`src/rtl/prom_loader_pkg.sv`:
```
// Shared definitions for the UART program-memory loader: FSM states and frame layout.
package prom_loader_pkg;

    typedef enum logic [1:0] {
        ST_IDLE = 2'd0,
        ST_LEN  = 2'd1,
        ST_DATA = 2'd2,
        ST_CSUM = 2'd3
    } state_t;

    // Address byte plus length byte precede the payload of every frame.
    localparam int HEADER_BYTES = 2;

endpackage

```
`src/rtl/prom_loader.sv`:
```
// Loads program words into a small RAM from UART byte frames: addr, len, len*WORD_BYTES data, [checksum].
// The checksum byte and sticky error flag exist only when PROM_LOADER_CHECKSUM_EN is defined.
module prom_loader
    import prom_loader_pkg::*;
#(
    parameter int WORD_BYTES = 2,
    parameter int ROM_WORDS  = 8
) (
    input  logic                          clk,
    input  logic                          reset,
    input  logic [7:0]                    rx_data_i,
    input  logic                          rx_ready_i,
    input  logic [$clog2(ROM_WORDS)-1:0]  read_addr_i,
    output logic [8*WORD_BYTES-1:0]       read_data_o,
    output logic                          load_busy_o,
    output logic                          load_done_o,
    output logic                          checksum_error_o,
    output state_t                        fsm_state
);

    localparam int AW = $clog2(ROM_WORDS);
    localparam int DW = 8 * WORD_BYTES;
    localparam int BW = (WORD_BYTES > 1) ? $clog2(WORD_BYTES) : 1;
    localparam logic [BW-1:0] LAST_IDX = BW'(WORD_BYTES - 1);

    state_t          state;
    state_t          state_next;
    logic [AW-1:0]   wr_addr;
    logic [BW-1:0]   byte_idx;
    logic [7:0]      words_left;
    logic [DW-1:0]   word_buf;
    logic [DW-1:0]   wr_word;
    logic            take;
    logic            mem_we;
    logic            frame_end;
    logic [DW-1:0]   mem [ROM_WORDS];

    // Handshake: rx_ready_i is a bare strobe with no back-pressure; a byte is consumed
    // in exactly the cycles where it is high, and reset wins over a coincident strobe.
    assign take = rx_ready_i & ~reset;

    always_ff @(posedge clk) begin
        if (reset) begin
            state <= ST_IDLE;
        end else begin
            state <= state_next;
        end
    end

    always_comb begin
        state_next = state;
        mem_we     = 1'b0;
        frame_end  = 1'b0;
        if (take) begin
            case (state)
                ST_IDLE: state_next = ST_LEN;
                ST_LEN: begin
                    if (rx_data_i == 8'd0) begin
`ifdef PROM_LOADER_CHECKSUM_EN
                        state_next = ST_CSUM;
`else
                        state_next = ST_IDLE;
                        frame_end  = 1'b1;
`endif
                    end else begin
                        state_next = ST_DATA;
                    end
                end
                ST_DATA: begin
                    if (byte_idx == LAST_IDX) begin
                        mem_we = 1'b1;
                        if (words_left == 8'd1) begin
`ifdef PROM_LOADER_CHECKSUM_EN
                            state_next = ST_CSUM;
`else
                            state_next = ST_IDLE;
                            frame_end  = 1'b1;
`endif
                        end
                    end
                end
                ST_CSUM: begin
                    state_next = ST_IDLE;
                    frame_end  = 1'b1;
                end
                default: state_next = ST_IDLE;
            endcase
        end
    end

    // The final byte of a word lands in the top lane straight from the receiver.
    always_comb begin
        wr_word              = word_buf;
        wr_word[DW-1 -: 8]   = rx_data_i;
    end

    always_ff @(posedge clk) begin
        if (reset) begin
            wr_addr     <= '0;
            byte_idx    <= '0;
            words_left  <= '0;
            word_buf    <= '0;
            load_done_o <= 1'b0;
        end else begin
            load_done_o <= frame_end;
            if (take) begin
                case (state)
                    ST_IDLE: begin
                        wr_addr  <= rx_data_i[AW-1:0];
                        byte_idx <= '0;
                    end
                    ST_LEN: words_left <= rx_data_i;
                    ST_DATA: begin
                        if (byte_idx == LAST_IDX) begin
                            byte_idx   <= '0;
                            wr_addr    <= wr_addr + 1'b1;
                            words_left <= words_left - 8'd1;
                        end else begin
                            word_buf[byte_idx*8 +: 8] <= rx_data_i;
                            byte_idx                  <= byte_idx + 1'b1;
                        end
                    end
                    default: ;
                endcase
            end
        end
    end

`ifdef PROM_LOADER_CHECKSUM_EN
    logic [7:0] sum;
    logic [7:0] sum_next;
    logic       csum_err;

    assign sum_next = sum + rx_data_i;

    always_ff @(posedge clk) begin
        if (reset) begin
            sum      <= 8'd0;
            csum_err <= 1'b0;
        end else if (take) begin
            case (state)
                ST_IDLE: begin
                    sum      <= rx_data_i;
                    csum_err <= 1'b0;
                end
                ST_LEN, ST_DATA: sum <= sum_next;
                ST_CSUM: begin
                    sum      <= sum_next;
                    csum_err <= (sum_next != 8'd0);
                end
                default: ;
            endcase
        end
    end

    assign checksum_error_o = csum_err;
`else
    assign checksum_error_o = 1'b0;
`endif

    // No reset on the array: program contents survive a loader reset.
    always_ff @(posedge clk) begin
        if (mem_we) begin
            mem[wr_addr] <= wr_word;
        end
    end

    assign read_data_o = mem[read_addr_i];
    assign load_busy_o = (state != ST_IDLE);
    assign fsm_state   = state;

endmodule
```
`config.mk`:
```
export PLATFORM = sky130hd
export DESIGN_NAME = prom_loader
export DESIGN_NICKNAME = d
export VERILOG_FILES = /design/src/rtl/prom_loader_pkg.sv /design/src/rtl/prom_loader.sv
export SDC_FILE = /design/constraint.sdc
export NUM_CORES = 1
export LEC_CHECK = 0
export ABC_AREA = 1
export CAP_MARGIN = 20
export CORE_MARGIN = 1.5
export CORE_UTILIZATION = 57
export CTS_CLUSTER_DIAMETER = 50
export DETAILED_ROUTE_END_ITERATION = 7
export PLACE_DENSITY_LB_ADDON = 0.15
export SLEW_MARGIN = 15
export SYNTH_ARGS = -nofsm -noshare
export SYNTH_HDL_FRONTEND = slang
export SYNTH_SLANG_ARGS = --single-unit
export TNS_END_PERCENT = 30
```
`constraint.sdc`:
```
create_clock -name clk -period 3.4 [get_ports clk]
set_input_delay 0.34 -clock clk [delete_from_list [all_inputs] [get_ports clk]]
set_output_delay 0.34 -clock clk [all_outputs]
set_load 0.01 [all_outputs]
```
==> results.cfg, run 1 <==
[grt]
global_route_wire_length_before_repair_um = 20800
grt_pass1_vias = 3984
grt_busiest_layer = met2
grt.overflow.total = 0
grt_util_all_layers = 0.245
pin_count_of_the_biggest_net_entering_global_routing = 65
antenna_violations_before_repair = 0
gr-usage-met1 = 0.326
global_route.usage.met3 = 0.0512
grtUsageMet2 = 0.396

[cells_and_area]
num-fill-cells = 792
layout_area_growth_over_synthesis_pct = 17.1
layout.area.seq_sq_um = 4300
drive_above_1_share = 0.137
antenna_cells = 0
layout_common_cells = 128 x sky130_fd_sc_hd__edfxtp_1, 86 x sky130_fd_sc_hd__nor2_1, 79 x sky130_fd_sc_hd__nand2_1
multiInputGateArea_sq_um = 1750
layout_commonest_cell = sky130_fd_sc_hd__edfxtp_1
finalNetCount = 598

[place]
port-buffer-count = 33
dp_hpwl_um = 7880
placer_congestion = 0.786
worst_setup_slack_after_placement_ns = 0.830

[routing]
drt-pass1-iter-count = 6
ant_nets = 0
drt-wirelength-per-cell_um = 17.8
wirelength_um = 13100
drtIter0Drc = 349
via_per_inst = 5.76
drc_errors = 0
dr_total_vias = 4219

[sta]
fmaxAchievable_mhz = 384
finalSetupViolCount = 0
finalCritPeriodShare = 0.767
period_needed_ns = 2.61
final_hold_viol_count = 0
fin_worst_skew_ns = 0.00673
tightest_slew_ns = 0.752
finalWorstSetupSlack_ns = 0.793
slew_violations = 0
grt_setup_unrepaired = false
slew-limit-headroom = 0.499
final.setup.tns_ns = 0

[yosys]
synth_flop_cell = sky130_fd_sc_hd__edfxtp_1
synth.cell_area_sq_um = 6310
ys_ff_latch = 151
syn-instance-count = 538
synth.lib_cells_used.distinct = 34
postSynthAreaPerCell_sq_um = 11.7
syn_nets = 555
ys_seq_area_frac = 0.682
ys.warnings.count = 0
synth_edf_count = 128
synth_async_sr_flop_share = 0

[floorplan]
initial_utilization = 0.582
die_height_um = 108
core_area_sq_um = 10800
ioPinCount = 35
die_width_um = 108
floorplan.rows = 38
die_area_sq_um = 11700

[critical_path]
critical_path_arrival_ns = 2.27
slowest_stage_cell_on_the_critical_path = sky130_fd_sc_hd__buf_4
end_point_of_the_critical_path = read_data_o[8]
worst-path-stages = 7
setup.worst_path.class = in2out
cp-end-kind = primary output
cp_num_buf_inv = 3
regToRegStartpoint = fsm_state[1]
cell_breakdown_of_the_critical_path = buf_2, buf_4, nor2_1, o32ai_1, nand2_1, nand2_1, clkdlybuf4s50_1
crit_path_max_fanout = 64
critPathRequiredTime_ns = 3.06
timing.critical_path.from_type = input port
reg2reg_slack_ns = 1.55
critical-path-top-cell-by-count = sky130_fd_sc_hd__nand2_1
number_of_cells_on_the_worst_reg_to_reg_path = 7
worst_setup_path_startpoint = read_addr_i[0]
critical-path-max-stage-delay_ns = 0.58
rr_endpoint = mem[2][6]
crit_family = buffers and inverters

[power_and_ir_drop]
power_uw = 4090
power_density_nw_per_um2 = 553
p_leak_uw = 0.00275
worst_ir_drop_vdd_mv = 0.331

[job]
cap_viol_max_count = 0

[cts]
numCtsBuffers = 17
cts.sink_count = 151
clk_path_buf_depth = 2
root_buffer = sky130_fd_sc_hd__clkbuf_8
clock_latency_ns = 0.53
htree_num_levels = 4
cts_tree = done
path_clk_slew_ns = 0.06
hold_fix_buffer_count_after_cts = 0
post_cts_buffers = 0
cts-resized-gates = 0

[worst_hold_path]
hold_class = in2reg

[outcome]
outcome = finished, final reports clean
[cells in the mapped netlist, types with 2 or more instances]
library cell               instances  area share
sky130_fd_sc_hd__nor2_1           86       0.051
sky130_fd_sc_hd__buf_4             5      0.0059
sky130_fd_sc_hd__buf_2            10      0.0079
sky130_fd_sc_hd__clkbuf_1          9      0.0054
sky130_fd_sc_hd__nand3_1          16       0.013
sky130_fd_sc_hd__inv_1            27       0.016
sky130_fd_sc_hd__nand2_1          79       0.047
sky130_fd_sc_hd__nor3_1            3      0.0024
sky130_fd_sc_hd__buf_6             2      0.0036
sky130_fd_sc_hd__a21oi_2           6      0.0083
sky130_fd_sc_hd__o22ai_1          16       0.016
sky130_fd_sc_hd__a21oi_1          15       0.012
sky130_fd_sc_hd__nand2_4           2      0.0036
sky130_fd_sc_hd__mux2i_1          16       0.025
sky130_fd_sc_hd__ha_1              3      0.0059
sky130_fd_sc_hd__o21ai_2          10       0.014
sky130_fd_sc_hd__dfxtp_1          23       0.073
sky130_fd_sc_hd__o32ai_1          16       0.022
sky130_fd_sc_hd__nand4_1           3      0.0030
sky130_fd_sc_hd__o21ai_0          44       0.035
sky130_fd_sc_hd__inv_2             5      0.0030
sky130_fd_sc_hd__buf_1             2      0.0012
sky130_fd_sc_hd__edfxtp_1        128        0.61
sky130_fd_sc_hd__o21ai_1           2      0.0016
[kinds of logic after synthesis]
kind of cell,after synthesis,synth area share
other,1,0.000594
buffers and inverters,60,0.0430
and+or+nand+nor,196,0.132
AOI/OAI and AO/OA,110,0.110
adders and majority gates,3,0.00595
xor gates and xnor gates,1,0.00139
muxes,16,0.0254
DFF,151,0.682
[area by class of cell]
class                   count  share of cell area
clock buffers              18              0.0565
clock inverters            13              0.0210
inverters                  32              0.0162
multi-input cells         327               0.236
flip-flops and latches    151               0.582
well taps                 140              0.0237
repair buffers             52              0.0643
[through the flow]
stage	util	cell area, sq um	instances	hold WS [ns]
3_5_place_dp	0.629	6820	702	0.494
5_1_grt	0.682	7390	733	0.479
6_report	0.682	7390	733	0.471
3_3_place_gp	0.629	6820	702	0.487
4_1_cts	0.682	7390	733	0.461
2_1_floorplan	-	6310	538	0.439
[per-layer routing]
layer | part of all wire | vias to the layer above | wire length (um)
li1 | - | 2009 | -
met3 | 0.052 | 21 | 685
met5 | 0 | - | 0
met1 | 0.43 | 2063 | 5660
met2 | 0.50 | 126 | 6480
met4 | 0.017 | 0 | 223
[sequential cells by signal, summed over array words and instances (netlist names)]
name,cells
load_done_o,1
wr_addr,3
mem,128
byte_idx,1
fsm_state,2
word_buf,8
words_left,8
[where the power goes]
part	internal [uW]	total [uW]	switching, uW	leakage (uW)
clock network	1110	1800	693	0.000268
registers	2010	2020	14.4	0.00143
logic	107	269	162	0.00106
total	3220	4090	870	0.00275
[how the worst min path moves through the flow]
| stage | startpoint | endpoint | depth (start not counted) |
|---|---|---|---|
| 5_1_grt | rx_ready_i | fsm_state[0] | 3 |
| 3_5_place_dp | words_left[4] | words_left[4] | 2 |
| 6_report | rx_ready_i | fsm_state[0] | 3 |
| 4_1_cts | rx_ready_i | fsm_state[0] | 3 |
| 2_1_floorplan | rx_data_i[2] | mem[0][10] | 0 |
| 3_3_place_gp | byte_idx | byte_idx | 2 |
[tightest hold or removal path: stages]
cell,delay [ns]
sky130_fd_sc_hd__clkdlybuf4s50_1,0.40
sky130_fd_sc_hd__inv_1,0.12
sky130_fd_sc_hd__a211oi_1,0.09
(Power assumes the default switching activity.)
==> run 2, diff against run 1 <==
- clock period: 3.4 -> 2.5 ns (I/O delays scaled with it)
==> run 2 against run 1 <==
Sequential power grew 36%; via count shrank 0.85%; largest power group unchanged; clock-buffer cell count grew 1; utilization grew 0.37 points; critical endpoint is now read_data_o[14]; register-to-register slack lost 0.96 ns; largest cell class unchanged; global-route usage grew 0.36 points; worst setup slack lost 0.41 ns; clock skew grew 0.0014 ns.
==> results.cfg, run 2 (synthesis results as in run 1) <==
[floorplan]
die_area_sq_um = 11700
initial_utilization = 0.582
die_height_um = 108
ioPinCount = 35
die_width_um = 108
core_area_sq_um = 10800
floorplan.rows = 38

[cells_and_area]
layout_common_cells = 128 x sky130_fd_sc_hd__edfxtp_1, 86 x sky130_fd_sc_hd__nor2_1, 79 x sky130_fd_sc_hd__nand2_1
multiInputGateArea_sq_um = 1750
finish.cell_count_without_fillers = 734
finalNetCount = 598
drive_above_1_share = 0.143
layout.area.seq_sq_um = 4300
final_core_utilization = 0.686
layout_commonest_cell = sky130_fd_sc_hd__edfxtp_1
antenna_cells = 0
max_flop_register = mem
num-fill-cells = 785
largest_registers = mem (128), word_buf (8), words_left (8)
largest_register_ffs = 128
layout_area_growth_over_synthesis_pct = 17.8

[grt]
antenna_violations_before_repair = 0
global_route.usage.met3 = 0.0518
grt.overflow.total = 0
global_route_wire_length_before_repair_um = 21000
grt_pass1_vias = 3938
gr-usage-met1 = 0.340
grt_util_all_layers = 0.248
grt_busiest_layer = met2
grtUsageMet2 = 0.399
pin_count_of_the_biggest_net_entering_global_routing = 65

[sta]
fmaxAchievable_mhz = 473
final.setup.tns_ns = 0
finalSetupViolCount = 0
fin_worst_skew_ns = 0.00812
worst_hold_margin_ns = 0.380
final_hold_viol_count = 0
finalCritPeriodShare = 0.846
period_needed_ns = 2.12
slew_violations = 0
grt_setup_unrepaired = false

[cts]
post_cts_buffers = 0
path_clk_slew_ns = 0.06
root_buffer = sky130_fd_sc_hd__clkbuf_8
cts.sink_count = 151
cts_tree = done
cts-resized-gates = 0
htree_num_levels = 4
clk_path_buf_depth = 2
numCtsBuffers = 17
hold_fix_buffer_count_after_cts = 0
clock_latency_ns = 0.52

[critical_path]
timing.critical_path.from_type = flip-flop
cp-end-kind = primary output
slowest_stage_cell_on_the_critical_path = sky130_fd_sc_hd__clkdlybuf4s50_1
critical-path-max-stage-delay_ns = 0.53
regToRegStartpoint = fsm_state[1]
critical-path-top-cell-by-count = sky130_fd_sc_hd__nand2_1
critical_path_arrival_ns = 1.87
crit_path_max_fanout = 1
critPathRequiredTime_ns = 2.25
rr_endpoint = mem[6][12]
number_of_cells_on_the_worst_reg_to_reg_path = 7
worst_setup_path_startpoint = mem[0][14]
setup.worst_path.class = reg2out
reg2reg_slack_ns = 0.59
cell_breakdown_of_the_critical_path = nor2_1, o32ai_1, nand2_1, nand2_1, clkdlybuf4s50_1

[worst_hold_path]
timing.hold.worst.start = rx_ready_i
hold_class = in2reg
min_delay_path_depth = 3
worst_hold_endpoint = fsm_state[0]

[routing]
drtIter0Drc = 386
drt-wirelength-per-cell_um = 18.3
ant_nets = 0
drc_errors = 0
wirelength_um = 13400
drt-pass1-iter-count = 5
dr_total_vias = 4183
via_per_inst = 5.70

[power_and_ir_drop]
switching_pwr_uw = 1250
worst_ir_drop_vdd_mv = 0.442
sequentialPowerShare = 0.489
combinational_share_of_power = 0.067
power_density_nw_per_um2 = 755
p_leak_uw = 0.00276
internal-power_uw = 4360
power_uw = 5610
clock_power_share = 0.443
power_switching_share = 0.223

[job]
cap_viol_max_count = 0

[outcome]
outcome = finished, final reports clean

[place]
dp_hpwl_um = 8240
port-buffer-count = 33
dpl.cell_count = 702
placer_congestion = 0.885
[run 2: cell types whose count changed in the layout (fill, tap and decap cells not counted), sizes merged]
cell and change:
bufinv -1, clkbuf +1, clkinv -1, clkinvlp +1, inv +1
[run 2: power groups by stage]
stage	registers [uW]	clock network (uW)	logic, uW
after floorplan	2800	0	230
after global placement	2800	0	369
after detailed placement	2800	0	378
after CTS	2740	2520	381
after global routing	2750	2620	417
final	2750	2490	379
[run 2: how the worst max path moves through the flow]
stage | end | slack [ns] | cells past startpoint
after CTS | read_data_o[14] | 0.34 | 5
after global placement | mem[6][10] | 0.44 | 8
after detailed placement | mem[6][8] | 0.42 | 8
after global routing | read_data_o[0] | 0.24 | 5
final | read_data_o[14] | 0.38 | 5
after floorplan | mem[2][0] | -0.02 | 6
[run 2: worst max-delay path: cells and delay by family (launching register included)]
| kind | cells | cell delay [ns] |
|---|---|---|
| buffers and inverters | 1 | 0.53 |
| DFF | 1 | 0.33 |
| AOI/OAI and AO/OA | 1 | 0.29 |
| and+or+nand+nor | 3 | 0.20 |
[run 2: cell type report]
class | instances | area share
flip-flops and latches | 151 | 0.579
clock buffers | 19 | 0.0594
clock inverters | 13 | 0.0197
inverters | 32 | 0.0162
multi-input cells | 327 | 0.235
repair buffers | 52 | 0.0673
well taps | 140 | 0.0236
[run 2: layer usage]
| metal | wire, um | part of all wire |
|---|---|---|
| met1 | 5630 | 0.42 |
| met2 | 6760 | 0.50 |
| met3 | 840 | 0.063 |
| met4 | 205 | 0.015 |
| met5 | 0 | 0 |
[run 2: through the flow]
| step | worst slack (ns) | area, sq um |
|---|---|---|
| after floorplan | -0.0241 | 6320 |
| after global placement | 0.435 | 6850 |
| after detailed placement | 0.416 | 6850 |
| after CTS | 0.342 | 7430 |
| after global routing | 0.243 | 7430 |
| final | 0.385 | 7430 |
==> run 3, diff against run 2 <==
- clock period: 2.5 -> 2.1 ns (I/O delays scaled with it)
==> run 3 against run 2 <==
Critical endpoint is now read_data_o[3]; cell count up 0.54%; largest power group unchanged; register-to-register slack worse by 0.20 ns; total power rose by 22%; highest routed layer unchanged; clock skew barely moved; clock-buffer cell count grew 6.
==> results.cfg, run 3 (synthesis results as in run 1) <==
[power_and_ir_drop]
power_uw = 6860
power_switching_share = 0.207
worst_ir_drop_vdd_mv = 0.573
combinational_share_of_power = 0.069
sequentialPowerShare = 0.477
p_leak_uw = 0.00295
switching_pwr_uw = 1420
clock_power_share = 0.454
internal-power_uw = 5440
power_density_nw_per_um2 = 894

[routing]
drt-wirelength-per-cell_um = 18.2
wirelength_um = 13400
drc_errors = 0
via_per_inst = 5.71
dr_total_vias = 4217
drtIter0Drc = 460
ant_nets = 0
drt-pass1-iter-count = 5

[worst_hold_path]
hold_class = in2reg
timing.hold.worst.start = rx_ready_i

[sta]
finalSetupViolCount = 0
grt_setup_unrepaired = true
period_needed_ns = 2.06
fin_worst_skew_ns = 0.00784
slew-limit-headroom = 0.651
fmaxAchievable_mhz = 485
worst_hold_margin_ns = 0.330
final_hold_viol_count = 0
tightest_slew_ns = 0.523
finalCritPeriodShare = 0.982
slew_violations = 0

[grt]
antenna_violations_before_repair = 0
grt.overflow.total = 0
grt_pass1_vias = 4065
pin_count_of_the_biggest_net_entering_global_routing = 65
grt_util_all_layers = 0.248
global_route_wire_length_before_repair_um = 21200

[cells_and_area]
largest_register_ffs = 128
drive_above_1_share = 0.152
finalNetCount = 602
largest_registers = mem (128), word_buf (8), words_left (8)
num-fill-cells = 753
max_flop_register = mem
layout_commonest_cell = sky130_fd_sc_hd__edfxtp_1
layout_area_growth_over_synthesis_pct = 21.5
antenna_cells = 0
layout_common_cells = 128 x sky130_fd_sc_hd__edfxtp_1, 86 x sky130_fd_sc_hd__nor2_1, 79 x sky130_fd_sc_hd__nand2_1

[floorplan]
die_width_um = 108
core_area_sq_um = 10800
floorplan.rows = 38
ioPinCount = 35
die_area_sq_um = 11700
initial_utilization = 0.582
die_height_um = 108

[critical_path]
timing.critical_path.from_type = flip-flop
regToRegStartpoint = fsm_state[1]
setup.worst_path.class = reg2out
worst_setup_path_startpoint = mem[2][3]
critical_path_arrival_ns = 1.85
reg2reg_slack_ns = 0.39
end_point_of_the_critical_path = read_data_o[3]
cp-end-kind = primary output
number_of_cells_on_the_worst_reg_to_reg_path = 7
critPathRequiredTime_ns = 1.89
rr_endpoint = mem[6][0]
crit_path_max_fanout = 1

[cts]
clk_path_buf_depth = 2
hold_fix_buffer_count_after_cts = 0
htree_num_levels = 4
clock_latency_ns = 0.53
root_buffer = sky130_fd_sc_hd__clkbuf_8
post_cts_buffers = 0
path_clk_slew_ns = 0.06
numCtsBuffers = 17
cts_tree = done
cts.sink_count = 151

[place]
dp_hpwl_um = 7720
placer_congestion = 0.788
port-buffer-count = 33

[job]
cap_viol_max_count = 0

[outcome]
outcome = finished, final reports clean
## run 3: layout make-up
type / count / area, sq um / area share
repair buffers: 56 / 653 / 0.0852
clock inverters: 7 / 144 / 0.0188
inverters: 32 / 120 / 0.0157
multi-input cells: 327 / 1810 / 0.236
flip-flops and latches: 151 / 4300 / 0.561
well taps: 140 / 175 / 0.0228
clock buffers: 25 / 464 / 0.0605
## run 3: how the worst min path moves through the flow
stage                          to  slack [ns]  cells past startpoint
finish               fsm_state[0]        0.33                      3
global route         fsm_state[0]        0.34                      3
CTS                  fsm_state[0]        0.31                      3
detailed placement  words_left[4]        0.50                      2
global placement    words_left[4]        0.49                      2
floorplan              mem[0][10]        0.31                      0
## run 3: power by group through the flow
stage | Sequential, uW | Combinational, uW | Clock, uW
2_1_floorplan | 3330 | 273 | 0
3_3_place_gp | 3330 | 448 | 0
3_5_place_dp | 3330 | 457 | 0
4_1_cts | 3270 | 466 | 3140
5_1_grt | 3270 | 519 | 3250
6_report | 3270 | 472 | 3120
## run 3: critical path: stages, from the launching register on
cell	delay (ns)
sky130_fd_sc_hd__edfxtp_1	0.36
sky130_fd_sc_hd__o21ai_0	0.25
sky130_fd_sc_hd__o32ai_2	0.12
sky130_fd_sc_hd__nand2_1	0.07
sky130_fd_sc_hd__nand2_1	0.05
sky130_fd_sc_hd__clkdlybuf4s50_1	0.47
## run 3: repair_timing
| action | 4_1_cts | 5_1_grt |
|---|---|---|
| endpoints found under the setup margin | 2 | 13 |
| gates cloned | 0 | 0 |
| resized for setup | 2 | 16 |
| hold endpoints to repair | 0 | 0 |
| pin swaps | 0 | 1 |
## run 3: through the flow
step / instances / TNS (ns) / area [sq um] / setup slack, ns / utilization
after global placement: 706 / 0 / 6980 / 0.224 / 0.644
final: 738 / 0 / 7670 / 0.0378 / 0.707
after detailed placement: 706 / 0 / 6980 / 0.205 / 0.644
after global routing: 738 / -0.109 / 7670 / -0.0464 / 0.707
after CTS: 738 / 0 / 7600 / 0.00830 / 0.701
after floorplan: 538 / -6.79 / 6320 / -0.424 / -
## run 3: per-layer routing
layer,GRT usage,share of wire,routed length [um]
met1,0.333,0.44,5850
met3,0.0536,0.055,741
met2,0.401,0.50,6690
met5,0,0,0
met4,0.0930,0.011,142
